--- config.mk ---
export PLATFORM = sky130hd
export DESIGN_NAME = pkt_hdr_parser
export DESIGN_NICKNAME = d
export VERILOG_FILES = /design/src/rtl/pkt_hdr_parser.sv
export SDC_FILE = /design/constraint.sdc
export NUM_CORES = 2
export LEC_CHECK = 0
export BUFFER_PORTS_ARGS = -buffer_cell sky130_fd_sc_hd__clkbuf_2
export CAP_MARGIN = 30
export CELL_PAD_IN_SITES_DETAIL_PLACEMENT = 0
export CELL_PAD_IN_SITES_GLOBAL_PLACEMENT = 1
export CORE_AREA = 3 3 624 626
export CTS_CLUSTER_SIZE = 16
export DETAILED_ROUTE_END_ITERATION = 8
export DIE_AREA = 0 0 627 629
export PLACE_DENSITY_LB_ADDON = 0.1
export REMOVE_ABC_BUFFERS = 1
export SKIP_LAST_GASP = 1
export SLEW_MARGIN = 40
export SYNTH_ARGS = -nofsm -noshare
export SYNTH_HDL_FRONTEND = slang
export SYNTH_SLANG_ARGS = --single-unit
--- constraint.sdc ---
create_clock -name axis_aclk -period 16.6 [get_ports axis_aclk]
set_clock_uncertainty 0.05 [all_clocks]
set_input_delay 3.32 -clock axis_aclk [delete_from_list [all_inputs] [get_ports axis_aclk]]
set_output_delay 3.32 -clock axis_aclk [all_outputs]
set_load 0.005 [all_outputs]
--- src/rtl/pkt_hdr_parser.sv ---
// pkt_hdr_parser: one-stage AXI-stream slice that parses L2-L4 headers from beat 0 and counts packet classes
module pkt_hdr_parser #(
  parameter int DATA_W = 512,
  parameter int CNT_W = 32
) (
  input  logic                  axis_aclk,
  input  logic                  axis_rst,
  input  logic                  s_axis_tvalid,
  input  logic [DATA_W-1:0]     s_axis_tdata,
  input  logic [DATA_W/8-1:0]   s_axis_tkeep,
  input  logic                  s_axis_tlast,
  input  logic [15:0]           s_axis_tuser_size,
  output logic                  s_axis_tready,
  output logic                  m_axis_tvalid,
  output logic [DATA_W-1:0]     m_axis_tdata,
  output logic [DATA_W/8-1:0]   m_axis_tkeep,
  output logic                  m_axis_tlast,
  output logic [15:0]           m_axis_tuser_size,
  input  logic                  m_axis_tready,
  output logic                  m_hdr_sop,
  output logic [1:0]            m_hdr_l3,
  output logic [7:0]            m_hdr_proto,
  output logic                  m_hdr_l4_valid,
  output logic [127:0]          m_hdr_src_ip,
  output logic [127:0]          m_hdr_dst_ip,
  output logic [15:0]           m_hdr_src_port,
  output logic [15:0]           m_hdr_dst_port,
  output logic                  m_hdr_runt,
  input  logic                  stat_clr,
  output logic [CNT_W-1:0]      stat_pkt_cnt,
  output logic [CNT_W-1:0]      stat_ipv4_cnt,
  output logic [CNT_W-1:0]      stat_ipv6_cnt,
  output logic [CNT_W-1:0]      stat_runt_cnt
);
  logic [6:0] n;
  logic [15:0] eth;
  logic is4, is6, v4, v6;
  logic p_runt, p_l4;
  logic [1:0] p_l3;
  logic [7:0] p_proto;
  logic [127:0] p_sip, p_dip;
  logic [15:0] p_sp, p_dp;
  logic in_hs, ld, cnt_en;
  logic in_sop_q, in_sop_d;
  logic tvalid_q, tvalid_d;
  logic [DATA_W-1:0] tdata_q, tdata_d;
  logic [DATA_W/8-1:0] tkeep_q, tkeep_d;
  logic tlast_q, tlast_d;
  logic [15:0] tsize_q, tsize_d;
  logic sop_q, sop_d;
  logic [1:0] l3_q, l3_d;
  logic [7:0] proto_q, proto_d;
  logic l4_q, l4_d;
  logic [127:0] sip_q, sip_d, dip_q, dip_d;
  logic [15:0] sp_q, sp_d, dp_q, dp_d;
  logic runt_q, runt_d;
  logic [CNT_W-1:0] pkt_q, pkt_d, v4c_q, v4c_d, v6c_q, v6c_d, rntc_q, rntc_d;

  assign s_axis_tready = !tvalid_q | m_axis_tready;
  assign m_axis_tvalid = tvalid_q;
  assign m_axis_tdata = tdata_q;
  assign m_axis_tkeep = tkeep_q;
  assign m_axis_tlast = tlast_q;
  assign m_axis_tuser_size = tsize_q;
  assign m_hdr_sop = sop_q;
  assign m_hdr_l3 = l3_q;
  assign m_hdr_proto = proto_q;
  assign m_hdr_l4_valid = l4_q;
  assign m_hdr_src_ip = sip_q;
  assign m_hdr_dst_ip = dip_q;
  assign m_hdr_src_port = sp_q;
  assign m_hdr_dst_port = dp_q;
  assign m_hdr_runt = runt_q;
  assign stat_pkt_cnt = pkt_q;
  assign stat_ipv4_cnt = v4c_q;
  assign stat_ipv6_cnt = v6c_q;
  assign stat_runt_cnt = rntc_q;

  always_comb begin
    n = 7'($countones(s_axis_tkeep));
    eth = s_axis_tdata[415:400];
    is4 = eth == 16'h0800;
    is6 = eth == 16'h86DD;
    p_runt = n < 7'd14 || (is4 && n < 7'd34) || (is6 && n < 7'd54);
    p_l3 = p_runt ? 2'd0 : is4 ? 2'd1 : is6 ? 2'd2 : 2'd0;
    v4 = p_l3 == 2'd1;
    v6 = p_l3 == 2'd2;
    p_proto = v4 ? s_axis_tdata[327:320] : v6 ? s_axis_tdata[351:344] : 8'd0;
    p_l4 = (p_proto == 8'd6 || p_proto == 8'd17) &&
           (v4 ? (s_axis_tdata[395:392] == 4'd5 && s_axis_tdata[348:336] == 13'd0 && n >= 7'd38)
               : (v6 && n >= 7'd58));
    p_sip = v4 ? {96'd0, s_axis_tdata[303:272]} : v6 ? s_axis_tdata[335:208] : '0;
    p_dip = v4 ? {96'd0, s_axis_tdata[271:240]} : v6 ? s_axis_tdata[207:80] : '0;
    p_sp = !p_l4 ? 16'd0 : v4 ? s_axis_tdata[239:224] : s_axis_tdata[79:64];
    p_dp = !p_l4 ? 16'd0 : v4 ? s_axis_tdata[223:208] : s_axis_tdata[63:48];
  end

  always_comb begin
    in_hs = s_axis_tvalid & s_axis_tready;
    ld = in_hs & in_sop_q;
    in_sop_d = in_hs ? s_axis_tlast : in_sop_q;
    tvalid_d = in_hs | (tvalid_q & !m_axis_tready);
    tdata_d = in_hs ? s_axis_tdata : tdata_q;
    tkeep_d = in_hs ? s_axis_tkeep : tkeep_q;
    tlast_d = in_hs ? s_axis_tlast : tlast_q;
    tsize_d = in_hs ? s_axis_tuser_size : tsize_q;
    sop_d = in_hs ? in_sop_q : sop_q;
    l3_d = ld ? p_l3 : l3_q;
    proto_d = ld ? p_proto : proto_q;
    l4_d = ld ? p_l4 : l4_q;
    sip_d = ld ? p_sip : sip_q;
    dip_d = ld ? p_dip : dip_q;
    sp_d = ld ? p_sp : sp_q;
    dp_d = ld ? p_dp : dp_q;
    runt_d = ld ? p_runt : runt_q;
  end

  always_comb begin
    cnt_en = tvalid_q & m_axis_tready & sop_q;
    pkt_d = stat_clr ? '0 : pkt_q + CNT_W'(cnt_en);
    v4c_d = stat_clr ? '0 : v4c_q + CNT_W'(cnt_en && l3_q == 2'd1);
    v6c_d = stat_clr ? '0 : v6c_q + CNT_W'(cnt_en && l3_q == 2'd2);
    rntc_d = stat_clr ? '0 : rntc_q + CNT_W'(cnt_en && runt_q);
  end

  always_ff @(posedge axis_aclk) begin
    if (axis_rst) begin
      in_sop_q <= 1'b1;
      tvalid_q <= 1'b0;
      tdata_q <= '0;
      tkeep_q <= '0;
      tlast_q <= 1'b0;
      tsize_q <= '0;
      sop_q <= 1'b0;
      l3_q <= '0;
      proto_q <= '0;
      l4_q <= 1'b0;
      sip_q <= '0;
      dip_q <= '0;
      sp_q <= '0;
      dp_q <= '0;
      runt_q <= 1'b0;
      pkt_q <= '0;
      v4c_q <= '0;
      v6c_q <= '0;
      rntc_q <= '0;
    end else begin
      in_sop_q <= in_sop_d;
      tvalid_q <= tvalid_d;
      tdata_q <= tdata_d;
      tkeep_q <= tkeep_d;
      tlast_q <= tlast_d;
      tsize_q <= tsize_d;
      sop_q <= sop_d;
      l3_q <= l3_d;
      proto_q <= proto_d;
      l4_q <= l4_d;
      sip_q <= sip_d;
      dip_q <= dip_d;
      sp_q <= sp_d;
      dp_q <= dp_d;
      runt_q <= runt_d;
      pkt_q <= pkt_d;
      v4c_q <= v4c_d;
      v6c_q <= v6c_d;
      rntc_q <= rntc_d;
    end
  end
endmodule

==> qor.csv <==
stage,metric,value,unit
outcome,status,"finished, final reports clean",
setup_path,cp-endpoint,m_hdr_dst_ip[126]$_SDFFE_PP0P_,
timing,fmax,83.8,MHz
timing,slew_headroom,42.9,%
global_route,grt_overflow,0,
synth,ys_warn_count,0,
synth,yosysMostFrequentCell,nand2_1,
setup_path,r2r_cells,10,
setup_path,r2r_slack,11.08,ns
synth,postSynthAreaPerCell,8.55,µm²
global_route,grt_util_all_layers,13.9,%
routing,first_iter_violations,1806,
cells_and_area,syn_to_final_growth,49.4,%
setup_path,critPathLaunch,s_axis_tkeep[35],
global_route,grt_max_degree,135,
die,die-area,394000,µm²
routing,routed-wl-met2,143,mm
setup_path,worstPathRequired,17.31,ns
routing,vias_per_cell,3.43,
synth,synth_edf_count,0,
place,port_buffers,1621,
routing,route.met3.wl,26.7,mm
place,place_area,52500,µm²
synth,netlist_instances,4525,
synth,yosysTopAreaCellShare,53.0,%
place,place.gp.congestion,0.799,
cts,htree_levels,4,
cts,cts_setup_buffers,0,
worst_hold_path,hold_path_class,register to register,
power_and_ir_drop,p_per_area,163,nW/µm²
routing,route.layer.met1.wl,111,mm
synth,netlist_area,38700,µm²
die,num_rows,228,
cells_and_area,utilization,15.0,%
routing,drc,0,
cts,root_buffer,clkbuf_16,
die,pin_count,1622,
run,drv_cap,0,
power_and_ir_drop,p_leak,23.9,nW
cells_and_area,nets,6712,
timing,finalCriticalPeriod,11.93,ns
timing,worst_pin_slew,0.857,ns
cts,ctsHoldBuffers,0,
timing,timing.final.crit_share,71.9,%
die,coreArea,385000,µm²
setup_path,worstReg2RegEnd,m_hdr_dst_ip[126]$_SDFFE_PP0P_,
setup_path,crit_path_max_fanout,41,
die,start_util,10.0,%
routing,drt_pass1_iterations,5,
cts,cts_tree,yes,
setup_path,endpoint_kind,register,
timing,grt_setup_unrepaired,false,
synth,synthDistinctLibCells,67,
global_route,antenna_found_initial,115,
cts,ctsResizeCount,0,
cts,clk_pin_slew,0.05,ns
place,dp_hpwl,221,mm
setup_path,rr_startpoint,m_axis_tvalid$_SDFF_PP0_,
synth,yosys-top-cells-area,"dfxtp_1, nand2_1, a21oi_1",
routing,antenna_left,0,
setup_path,cp_data_arrival_time,12.64,ns
setup_path,critPathKind,input pin to register,
cts,cts_buffers,158,
cts,cts_num_sinks,1024,
synth,ys_seq_area_share,53.0,%
synth,synth_top_area_cell,dfxtp_1,
die,fp.dieW,627,µm
timing,finalHoldViolations,0,
timing,setup_viol_count_final,0,
synth,netlist_top_cells_count,"nand2_1, dfxtp_1, a21oi_1",
synth,ys_ff_latch,1024,
cts,cts_buffer_depth,4,
routing,top_layer,met5,
cts,clk_latency,0.82,ns
power_and_ir_drop,ir_worst_vdd,0.592,mV
synth,async_flop_share,0,%
routing,wl_per_cell,25.5,µm
cells_and_area,fin_area,57800,µm²
routing,routed_wl,286,mm
setup_path,cp-start-kind,input pin,
synth,synth_ff_type,dfxtp_1,
global_route,grt_pass1_vias,38811,
timing,slew_viol_final,0,
global_route,grt_pass1_wl,376,mm
die,fp.dieH,629,µm
cells_and_area,drive_above_1_share,32.1,%
routing,via_count,38578,
## sequential cells by signal (all words and copies together) (netlist names), 8 cells and up
| register | flops |
|---|---|
| m_axis_tkeep | 64 |
| m_hdr_dst_port | 16 |
| m_hdr_proto | 8 |
| m_axis_tuser_size | 16 |
| m_hdr_src_ip | 128 |
| m_axis_tdata | 512 |
| stat_pkt_cnt | 32 |
| m_hdr_dst_ip | 128 |
| stat_ipv6_cnt | 32 |
| stat_runt_cnt | 32 |
| m_hdr_src_port | 16 |
| stat_ipv4_cnt | 32 |
## routing by layer
layer,vias to the layer above,track usage [%]
met1,18711,15.5
li1,18178,-
met2,1246,24.7
met5,-,0
met4,94,2.72
met3,349,5.51
## stage by stage
step                total power, mW  setup WS, ns  cells  hold slack (ns)  setup TNS, ns
floorplan                      4.89         -7.48   4197            0.392       -1752.82
global placement               6.03          3.34  10931            0.387              0
detailed placement             6.05          3.61  10935            0.387              0
CTS                            9.66          4.57  11211            0.398              0
global route                   10.1          4.25  11216            0.417              0
finish                         9.40          4.67  11231            0.392              0
## cell families after synthesis
logic type                 Yosys count  synth area share, %
muxes                               91                 2.46
and+or+nand+nor                   1814                 19.3
xor gates and xnor gates           105                 2.38
AOI/OAI and AO/OA                  980                 15.0
adders and majority gates           77                 3.54
DFF                               1024                 53.0
buffers and inverters              434                 4.39
## layout by cell type (no fill, tap or decap), types with 12 or more instances in the layout
| master | n |
|---|---|
| clkbuf_16 | 163 |
| xnor2_1 | 29 |
| inv_1 | 106 |
| mux2_2 | 32 |
| mux2i_1 | 59 |
| nand2_1 | 1343 |
| or3_1 | 21 |
| clkinv_2 | 12 |
| nor2_1 | 165 |
| o21ai_0 | 22 |
| and3_1 | 18 |
| diode_2 | 18 |
| fa_1 | 54 |
| nand4_1 | 50 |
| buf_4 | 38 |
| nor3_1 | 17 |
| and4_1 | 13 |
| clkbuf_2 | 1620 |
| xor2_1 | 76 |
| clkbuf_1 | 45 |
| a22o_1 | 98 |
| clkbuf_8 | 35 |
| and2_1 | 19 |
| nand3_1 | 128 |
| ha_1 | 23 |
| a22oi_1 | 31 |
| o21ai_1 | 33 |
| a21oi_1 | 681 |
| dfxtp_1 | 1024 |
| o2bb2ai_1 | 59 |
## critical path, cell delays in order
cell	delay (ns)
clkbuf_2	0.09
inv_1	0.05
fa_1	0.54
inv_1	0.06
fa_1	0.43
fa_1	0.57
inv_1	0.06
fa_1	0.53
inv_1	0.05
fa_1	0.52
fa_1	0.45
fa_1	0.55
inv_1	0.05
fa_1	0.59
inv_1	0.06
ha_1	0.30
a211oi_2	0.35
o21ai_1	0.14
a221oi_2	0.45
o31ai_2	0.21
a22o_1	0.32
a21oi_4	0.15
buf_4	0.53
and2b_4	0.73
buf_6	0.55
buf_4	0.59
a22o_1	0.24
## layout make-up
cell class              instances  area [µm²]
diodes                         18        45.0
clock buffers                 243        4730
clock inverters                33         420
fillers                     44073      327000
inverters                     106         398
multi-input cells            3067       16600
flip-flops and latches       1024       20500
well taps                    5060        6330
repair buffers               1680        8750
## how the worst min path moves through the flow
stage,start,end,slack [ns],cells past startpoint
2_1_floorplan,m_hdr_proto[2]$_SDFFE_PP0P_,m_hdr_proto[2]$_SDFFE_PP0P_,0.39,2
6_report,m_hdr_dst_port[8]$_SDFFE_PP0P_,m_hdr_dst_port[8]$_SDFFE_PP0P_,0.39,2
3_3_place_gp,m_hdr_src_port[13]$_SDFFE_PP0P_,m_hdr_src_port[13]$_SDFFE_PP0P_,0.39,2
4_1_cts,m_hdr_dst_port[2]$_SDFFE_PP0P_,m_hdr_dst_port[2]$_SDFFE_PP0P_,0.40,2
3_5_place_dp,m_hdr_dst_port[3]$_SDFFE_PP0P_,m_hdr_dst_port[3]$_SDFFE_PP0P_,0.39,2
5_1_grt,m_hdr_src_ip[83]$_SDFFE_PP0P_,m_hdr_src_ip[83]$_SDFFE_PP0P_,0.42,2
## report_power, final
group | leakage [nW] | internal, mW | switching, mW
clock network | 2.51 | 2.05 | 1.38
logic | 13.1 | 1.13 | 2.22
registers | 8.36 | 2.55 | 0.0523
total | 23.9 | 5.74 | 3.65
Note: power is estimated with default switching activity, not from simulation.
